[src/rtl/cluster_lockstep_ctrl_periph.sv]
// Lockstep control/status target on the cluster peripheral interconnect.
// Counts core-pair mismatch events, captures the first one, and raises fault IRQ/halt at threshold.
module cluster_lockstep_ctrl_periph #(
  parameter int NB_CORES          = 8,
  parameter int ID_WIDTH          = 5,
  parameter int CNT_WIDTH         = 16,
  parameter int DEFAULT_THRESHOLD = 1,
  localparam int CORE_W = (NB_CORES > 1) ? $clog2(NB_CORES) : 1
) (
  input  logic                clk_i,
  input  logic                rst_ni,
  input  logic                speriph_req_i,
  input  logic [31:0]         speriph_add_i,
  input  logic                speriph_wen_i,
  input  logic [31:0]         speriph_wdata_i,
  input  logic [3:0]          speriph_be_i,
  input  logic [ID_WIDTH-1:0] speriph_id_i,
  output logic                speriph_gnt_o,
  output logic                speriph_r_valid_o,
  output logic [31:0]         speriph_r_rdata_o,
  output logic                speriph_r_opc_o,
  output logic [ID_WIDTH-1:0] speriph_r_id_o,
  input  logic                mismatch_i,
  input  logic [CORE_W-1:0]   mismatch_core_i,
  input  logic [31:0]         mismatch_pc_i,
  output logic                lockstep_en_o,
  output logic                fault_irq_o,
  output logic                core_halt_o
);

  // Handshake: the target is always ready, so gnt mirrors req; each granted request
  // yields exactly one r_valid pulse on the following cycle, in issue order.

  typedef enum logic [1:0] {
    ST_DISABLED = 2'd0,
    ST_ARMED    = 2'd1,
    ST_FAULT    = 2'd2
  } state_e;

  localparam logic [3:0] IDX_CTRL       = 4'd0;
  localparam logic [3:0] IDX_STATUS     = 4'd1;
  localparam logic [3:0] IDX_CNT        = 4'd2;
  localparam logic [3:0] IDX_FIRST_PC   = 4'd3;
  localparam logic [3:0] IDX_FIRST_CORE = 4'd4;
  localparam logic [3:0] IDX_THRESHOLD  = 4'd5;

  state_e               state_q, state_d, state_eff;
  logic [2:0]           ctrl_q, ctrl_d;
  logic [CNT_WIDTH-1:0] thr_q, thr_d, thr_eff;
  logic [CNT_WIDTH-1:0] cnt_q, cnt_d, cnt_base, cnt_inc;
  logic [31:0]          first_pc_q, first_pc_d;
  logic [CORE_W-1:0]    first_core_q, first_core_d;

  logic [3:0]  reg_idx;
  logic        wr_en, rd_en, unmapped;
  logic        w1c_fault, cnt_clr;
  logic [31:0] be_mask, thr_merged, rd_value;
  logic        unused_bits;

  assign reg_idx  = speriph_add_i[5:2];
  assign wr_en    = speriph_req_i & ~speriph_wen_i;
  assign rd_en    = speriph_req_i &  speriph_wen_i;
  assign unmapped = (reg_idx > IDX_THRESHOLD);
  assign be_mask  = {{8{speriph_be_i[3]}}, {8{speriph_be_i[2]}},
                     {8{speriph_be_i[1]}}, {8{speriph_be_i[0]}}};
  assign thr_merged  = (32'(thr_q) & ~be_mask) | (speriph_wdata_i & be_mask);
  assign unused_bits = ^{speriph_add_i[31:6], speriph_add_i[1:0], thr_merged};

  assign speriph_gnt_o = speriph_req_i;
  assign lockstep_en_o = ctrl_q[0];
  assign fault_irq_o   = ctrl_q[1] & (state_q == ST_FAULT);
  assign core_halt_o   = ctrl_q[2] & (state_q == ST_FAULT);

  always_comb begin
    rd_value = 32'h0;
    case (reg_idx)
      IDX_CTRL:       rd_value = {29'h0, ctrl_q};
      IDX_STATUS:     rd_value = {29'h0, (state_q == ST_FAULT), state_q};
      IDX_CNT:        rd_value = 32'(cnt_q);
      IDX_FIRST_PC:   rd_value = first_pc_q;
      IDX_FIRST_CORE: rd_value = 32'(first_core_q);
      IDX_THRESHOLD:  rd_value = 32'(thr_q);
      default:        rd_value = 32'h0;
    endcase
  end

  // Register writes are applied first; the mismatch event then sees the
  // post-write EN, cleared counter and effective state of this same cycle.
  always_comb begin
    ctrl_d       = ctrl_q;
    thr_d        = thr_q;
    first_pc_d   = first_pc_q;
    first_core_d = first_core_q;
    w1c_fault    = 1'b0;
    cnt_clr      = 1'b0;

    if (wr_en) begin
      case (reg_idx)
        IDX_CTRL:      if (speriph_be_i[0]) ctrl_d = speriph_wdata_i[2:0];
        IDX_STATUS:    w1c_fault = speriph_be_i[0] & speriph_wdata_i[2];
        IDX_CNT:       cnt_clr   = speriph_be_i[0];
        IDX_THRESHOLD: thr_d     = thr_merged[CNT_WIDTH-1:0];
        default:       ;
      endcase
    end

    cnt_base = cnt_clr ? '0 : cnt_q;

    state_eff = ctrl_d[0] ? ST_ARMED : ST_DISABLED;
    if (state_q == ST_FAULT) begin
      if (w1c_fault) begin
        cnt_base = '0;
      end else begin
        state_eff = ST_FAULT;
      end
    end

    thr_eff = (thr_d == '0) ? CNT_WIDTH'(1) : thr_d;
    cnt_inc = (cnt_base == '1) ? cnt_base : cnt_base + CNT_WIDTH'(1);
    cnt_d   = cnt_base;
    state_d = state_eff;

    if (mismatch_i && (state_eff != ST_DISABLED)) begin
      cnt_d = cnt_inc;
      // Captures stay frozen while in FAULT.
      if (state_eff == ST_ARMED) begin
        if (cnt_base == '0) begin
          first_pc_d   = mismatch_pc_i;
          first_core_d = mismatch_core_i;
        end
        if (cnt_inc >= thr_eff) state_d = ST_FAULT;
      end
    end
  end

  always_ff @(posedge clk_i or negedge rst_ni) begin
    if (!rst_ni) begin
      state_q      <= ST_DISABLED;
      ctrl_q       <= 3'h0;
      thr_q        <= CNT_WIDTH'(DEFAULT_THRESHOLD);
      cnt_q        <= '0;
      first_pc_q   <= 32'h0;
      first_core_q <= '0;
    end else begin
      state_q      <= state_d;
      ctrl_q       <= ctrl_d;
      thr_q        <= thr_d;
      cnt_q        <= cnt_d;
      first_pc_q   <= first_pc_d;
      first_core_q <= first_core_d;
    end
  end

  always_ff @(posedge clk_i or negedge rst_ni) begin
    if (!rst_ni) begin
      speriph_r_valid_o <= 1'b0;
      speriph_r_rdata_o <= 32'h0;
      speriph_r_opc_o   <= 1'b0;
      speriph_r_id_o    <= '0;
    end else begin
      speriph_r_valid_o <= speriph_req_i;
      speriph_r_rdata_o <= rd_en ? rd_value : 32'h0;
      speriph_r_opc_o   <= speriph_req_i & unmapped;
      speriph_r_id_o    <= speriph_req_i ? speriph_id_i : '0;
    end
  end

endmodule
[config.mk]
export PLATFORM = sky130hd
export DESIGN_NAME = cluster_lockstep_ctrl_periph
export DESIGN_NICKNAME = d
export VERILOG_FILES = /design/src/rtl/cluster_lockstep_ctrl_periph.sv
export SDC_FILE = /design/constraint.sdc
export NUM_CORES = 1
export LEC_CHECK = 0
export CORE_UTILIZATION = 33
export CTS_CLUSTER_DIAMETER = 30
export CTS_CLUSTER_SIZE = 28
export DETAILED_ROUTE_END_ITERATION = 8
export PLACE_DENSITY = 0.62
export REMOVE_ABC_BUFFERS = 1
export SLEW_MARGIN = 20
export SYNTH_ARGS = -nofsm -noshare
export SYNTH_HDL_FRONTEND = slang
export SYNTH_SLANG_ARGS = --single-unit
export TNS_END_PERCENT = 10
[constraint.sdc]
create_clock -name clk_i -period 10.1 [get_ports clk_i]
set_input_delay 2.525 -clock clk_i [delete_from_list [all_inputs] [get_ports clk_i]]
set_output_delay 2.525 -clock clk_i [all_outputs]
set_load 0.1 [all_outputs]
==> results.cfg, run 1 <==
[layout]
drive_above_1_share_pct = 12.0
areaGrowthSynthToFinish_pct = 27.0
multiInputGateArea_mm2 = 0.00255
layout.area.seq_mm2 = 0.00278
antenna-diode-count = 0
final_cell_count_without_fillers = 819
nets = 724
fillers = 1554

[drt]
first_iter_violations = 312
remaining_drc_errors = 0
first_pass_iters = 6
finalWirelength_mm = 13.0
drt-wirelength-per-cell_um = 15.9
mean_number_of_vias_per_cell = 4.97
num_vias = 4071
ant_nets = 0

[setup_path]
worst_r2r_endpoint = state_q[1]
worst-endpoint-required_ns = 10.34
rr_worst_depth = 17
r2r_start = state_q[0]
startpoint_type = input port
worstPathArrival_ns = 7.79
path_class = input port to flop
kind_of_capture_point_of_the_worst_setup_path = flop
timing.critical_path.fanout_max = 15
ff_to_ff_setup_slack_ns = 5.19

[floorplan]
die_width_um = 132
start_util_pct = 33.7
chipHeight_um = 132
floorplan.io_pins = 156
placementRows = 47
die_area_mm2 = 0.0175
placeableCoreArea_mm2 = 0.0166

[yosys]
synth_seq_cells = 111
yosys-top-cells-count = dfrtp_1 (110), nor2_1 (47), nand2_1 (39)
post_synth_inst_count = 499
synth.lib_cells_used.distinct = 56
yosys_most_used_dff = dfrtp_1
post-synth-top-count-cell = dfrtp_1
async_flop_share_pct = 100
synth.top_cell.area_share_pct = 49.3
yosys.area.top_type = dfrtp_1
ys_seq_area_share_pct = 49.7
synthesized_area_per_cell_um2 = 11.2
syn_area_mm2 = 0.00559
yosysWarnings = 0
synth-edff-count = 0
netlist_top_cells_area = dfrtp_1 (49%), mux2_4 (8.1%), ha_1 (3.8%)

[placement]
finalWeightedCongestion = 0.832
preCtsSetupSlack_ns = 2.29
hpwlAfterDp_mm = 9.60
dp.cells = 803
placement.io_buffers = 109

[worst_hold_path]
number_of_cells_on_the_worst_hold_path = 1
timing.hold.worst.start = first_pc_q[21]
hp-class = flop to flop
hold_path_endpoint = speriph_r_rdata_o[21]

[timing]
hold-worst-slack_ns = 0.476
final_critical_path_share_of_the_clock_period_pct = 74.8
report.final.setup_viol = 0
fin_skew_ns = 0.0119
worst_slew_pin_slew_ns = 1.14
hold_violations = 0
setup_slack_ns = 2.54
report.final.slew_viol_count = 0
setup_repair_after_global_routing_missed_its_margin = no
timing.setup.tns_ns = 0
max_clock_freq_mhz = 132
period_minus_slack_ns = 7.56
worst_slew_margin_rel_pct = 23.5

[clock_tree]
clk_transition_reported_paths_ns = 0.07
clock_sink_count = 111
h-tree-depth = 3
cts_resized = 0
insertion_delay_ns = 0.35
cts_root_buf = clkbuf_16
cts_tree = done
cts_post_setup_buffers_inserted = 0
cts_buf_count = 9
cts.hold.buffers_added = 0
cts_max_path_buffers = 2

[global_route]
wire_length_of_the_first_global_routing_pass_mm = 21.4
first_global_vias = 4062
grt_overflow_total = 0
grt_antenna_before_repair = 0
pin_count_of_the_biggest_net_entering_global_routing = 62
global_route.usage.total_pct = 15.5

[pwr]
ir_drop_mv = 0.0763
power_per_cell_area_mw_per_mm2 = 162
static-leakage-power_nw = 3.25

[outcome]
status = completed

[flow_run]
drv.max_cap_violation_count = 0
==> worst max-delay path, stage by stage <==
cell             delay, ns
clkdlybuf4s50_1       0.79
nor2b_1               0.13
o21ba_1               0.33
or2_0                 0.69
nand2_1               0.26
inv_1                 0.10
ha_1                  0.26
nand3_1               0.16
nor4_2                0.43
o21ai_1               0.37
xor2_1                0.26
ha_1                  0.31
nand2b_1              0.14
a21o_1                0.18
a211o_1               0.28
o211ai_1              0.11
a211oi_1              0.15
o31a_1                0.30
==> cells by family (layout without fill, tap and decap cells) <==
| group | count (synthesis) | after routing | share of synthesized area (%) |
|---|---|---|---|
| and+or+nand+nor | 176 | 176 | 16.4 |
| DFF | 111 | 111 | 49.7 |
| AOI/OAI and AO/OA | 62 | 62 | 8.22 |
| muxes | 61 | 61 | 14.0 |
| buffers and inverters | 52 | 152 | 4.72 |
| xor gates and xnor gates | 20 | 20 | 3.13 |
| adders and majority gates | 17 | 17 | 3.81 |
==> sequential cells by signal, summed over array words and instances, names as in the netlist <==
| name | count |
|---|---|
| ctrl_q | 3 |
| speriph_r_opc_o | 1 |
| speriph_r_rdata_o | 32 |
| thr_q | 16 |
| first_pc_q | 32 |
| speriph_r_valid_o | 1 |
| first_core_q | 3 |
| cnt_q | 16 |
| state_q | 2 |
| speriph_r_id_o | 5 |
==> per-stage QoR <==
stage	area [um2]	power, mW	util [%]
after floorplan	5410	0.720	-
after global placement	6810	0.810	41.1
after detailed placement	6810	0.815	41.1
after CTS	7090	1.16	42.8
after global routing	7100	1.21	42.8
final	7100	1.15	42.8
==> cells in the final DEF, fill, tap and decap left out, types with 16 or more instances in the layout <==
cell,n
a21oi_1,16
and2_1,24
clkdlybuf4s50_1,108
dfrtp_1,110
ha_1,17
inv_1,22
mux2_4,30
nand2_1,39
nor2_1,47
==> worst max-delay path by stage <==
stage | start | to | cells after the start
detailed placement | speriph_add_i[2] | state_q[0] | 19
finish | speriph_add_i[2] | state_q[1] | 18
CTS | speriph_add_i[2] | state_q[0] | 19
floorplan | speriph_add_i[3] | state_q[1] | 17
global route | speriph_add_i[2] | state_q[1] | 18
global placement | speriph_add_i[2] | state_q[1] | 18
==> metal layers <==
metal	share of wire, %	up-vias	track usage (%)
li1	-	1956	-
met5	0	-	0
met3	3.9	11	2.50
met1	45	1991	20.2
met4	1.4	0	5.04
met2	50	113	26.3
==> layout make-up <==
type | count | area share, %
Clock buffer | 9 | 3.17
Clock inverter | 7 | 0.793
Sequential cell | 111 | 39.1
Inverter | 22 | 1.16
Multi-Input combinational cell | 336 | 36.0
Tap cell | 220 | 3.88
Timing Repair Buffer | 114 | 15.9
==> where the power goes <==
part	internal (mW)	switching [mW]
logic	0.137	0.120
clock network	0.170	0.166
registers	0.507	0.0462
total	0.814	0.333
(Power assumes the default switching activity.)
==> inputs of run 2 (changes only) <==
- clock period: 10.1 -> 7.6 ns (I/O delays scaled with it)
==> run 2 against run 1 <==
  * Critical path depth up 1
  * Largest cell class unchanged
  * Die area unchanged
  * Worst setup slack worse by 1.1 ns
  * Total power up 33%
  * Register-to-register slack worse by 1.8 ns
  * First-iteration DRC count down 12%
  * Sequential share of layout area down 0.21 points
  * Via count up 0.74%
==> results.cfg, run 2 (synthesized netlist as in run 1, its figures left out) <==
[clock_tree]
cts_max_path_buffers = 2
cts.hold.buffers_added = 0
cts_buf_count = 9
cts_root_buf = clkbuf_16
clk_transition_reported_paths_ns = 0.08
cts_post_setup_buffers_inserted = 0
h-tree-depth = 3
clock_sink_count = 111
insertion_delay_ns = 0.34
cts_tree = done
cts_resized = 0

[timing]
report.final.setup_viol = 0
final_critical_path_share_of_the_clock_period_pct = 80.7
setup_repair_after_global_routing_missed_its_margin = no
max_clock_freq_mhz = 163
hold_violations = 0
report.final.slew_viol_count = 0
fin_skew_ns = 0.00764
timing.setup.tns_ns = 0
worst_slew_margin_rel_pct = 21.2
worst_slew_pin_slew_ns = 1.18
period_minus_slack_ns = 6.13

[setup_path]
worst_setup_path_endpoint = state_q[0]
r2r_start = state_q[0]
kind_of_capture_point_of_the_worst_setup_path = flop
worst-endpoint-required_ns = 7.82
worstPathArrival_ns = 6.35
worst_r2r_endpoint = state_q[0]
ff_to_ff_setup_slack_ns = 3.39
timing.critical_path.fanout_max = 13
path_class = input port to flop
rr_worst_depth = 18
critPathLaunch = speriph_add_i[2]
startpoint_type = input port

[worst_hold_path]
timing.hold.worst.start = first_pc_q[19]
hp-class = flop to flop

[pwr]
finalPower_mw = 1.53
power_per_cell_area_mw_per_mm2 = 214
static-leakage-power_nw = 3.27
ir_drop_mv = 0.0990

[placement]
hpwlAfterDp_mm = 9.64
placement.io_buffers = 109
finalWeightedCongestion = 0.834
dp.cells = 807

[layout]
most-common-layout-cells = dfrtp_1 (110), clkdlybuf4s50_1 (108), nor2_1 (47)
final_core_utilization_pct = 43.0
antenna-diode-count = 0
final_cell_count_without_fillers = 823
drive_above_1_share_pct = 12.6
areaGrowthSynthToFinish_pct = 27.7
mostFrequentLayoutCell = dfrtp_1
nets = 728
largestRegisters = first_pc_q: 32 flops, speriph_r_rdata_o: 32 flops

[drt]
remaining_drc_errors = 0
ant_nets = 0
num_vias = 4101
first_iter_violations = 275
mean_number_of_vias_per_cell = 4.98
finalWirelength_mm = 13.0
first_pass_iters = 6
drt-wirelength-per-cell_um = 15.8

[floorplan]
floorplan.io_pins = 156
chipHeight_um = 132
die_area_mm2 = 0.0175
placementRows = 47
placeableCoreArea_mm2 = 0.0166
die_width_um = 132
start_util_pct = 33.7

[global_route]
first_global_vias = 4087
wire_length_of_the_first_global_routing_pass_mm = 21.2
global_route.usage.total_pct = 15.3
grt_overflow_total = 0
grt_antenna_before_repair = 0
pin_count_of_the_biggest_net_entering_global_routing = 62

[outcome]
status = completed

[flow_run]
drv.max_cap_violation_count = 0
[run 2: cell types whose count changed in the layout (fill, tap and decap cells not counted), sizes merged]
cell,previous run,this run
clkbuf,9,10
clkinv,2,1
buf,6,10
[run 2: stage by stage]
step | area [um2] | hold WS (ns) | worst slack [ns]
6_report | 7140 | 0.483 | 1.47
5_1_grt | 7140 | 0.503 | 1.27
4_1_cts | 7130 | 0.480 | 1.48
3_5_place_dp | 6840 | 0.465 | 1.13
3_3_place_gp | 6840 | 0.461 | 1.15
2_1_floorplan | 5410 | 0.454 | 1.55
[run 2: final cells by class]
| type | instances | area, um2 |
|---|---|---|
| multi-input combinational | 336 | 2550 |
| clock inverter | 6 | 51.3 |
| fill | 1533 | 9450 |
| sequential | 111 | 2780 |
| inverter | 22 | 82.6 |
| timing repair buffer | 118 | 1160 |
| tap | 220 | 275 |
| clock buffer | 10 | 239 |
[run 2: worst min path at each step]
| stage | endpoint | slack, ns | depth (start not counted) |
|---|---|---|---|
| global placement | speriph_r_rdata_o[17] | 0.46 | 1 |
| finish | speriph_r_rdata_o[19] | 0.48 | 1 |
| detailed placement | speriph_r_rdata_o[26] | 0.47 | 1 |
| CTS | speriph_r_rdata_o[21] | 0.48 | 1 |
| global route | speriph_r_rdata_o[19] | 0.50 | 1 |
| floorplan | speriph_r_rdata_o[16] | 0.45 | 1 |
[run 2: per-layer routing]
| layer | share of wire, % | up-vias | routed length (um) | GRT usage (%) |
|---|---|---|---|---|
| li1 | - | 1955 | - | - |
| met1 | 44 | 2027 | 5700 | 19.7 |
| met2 | 50 | 112 | 6520 | 26.4 |
| met3 | 4.7 | 7 | 606 | 2.50 |
| met4 | 1.2 | 0 | 161 | 4.46 |
| met5 | 0 | - | 0 | 0 |
[run 2: worst max-delay path, stage by stage]
cell	delay (ns)
clkdlybuf4s50_1	0.81
nand3b_4	0.13
o21ba_1	0.25
or2_0	0.26
nand2_1	0.16
inv_1	0.06
ha_1	0.25
nand3_1	0.17
nor4_2	0.07
buf_4	0.16
o21ai_1	0.37
buf_4	0.31
nand2_1	0.08
ha_1	0.30
nand4_1	0.16
nor3_1	0.31
o21ai_0	0.13
a211oi_1	0.34
a21oi_1	0.13
[run 2: power by group]
group,switching (mW),total [mW],internal [mW],leakage (nW)
registers,0.0616,0.736,0.674,1.51
clock network,0.217,0.453,0.236,0.133
logic,0.158,0.341,0.182,1.63
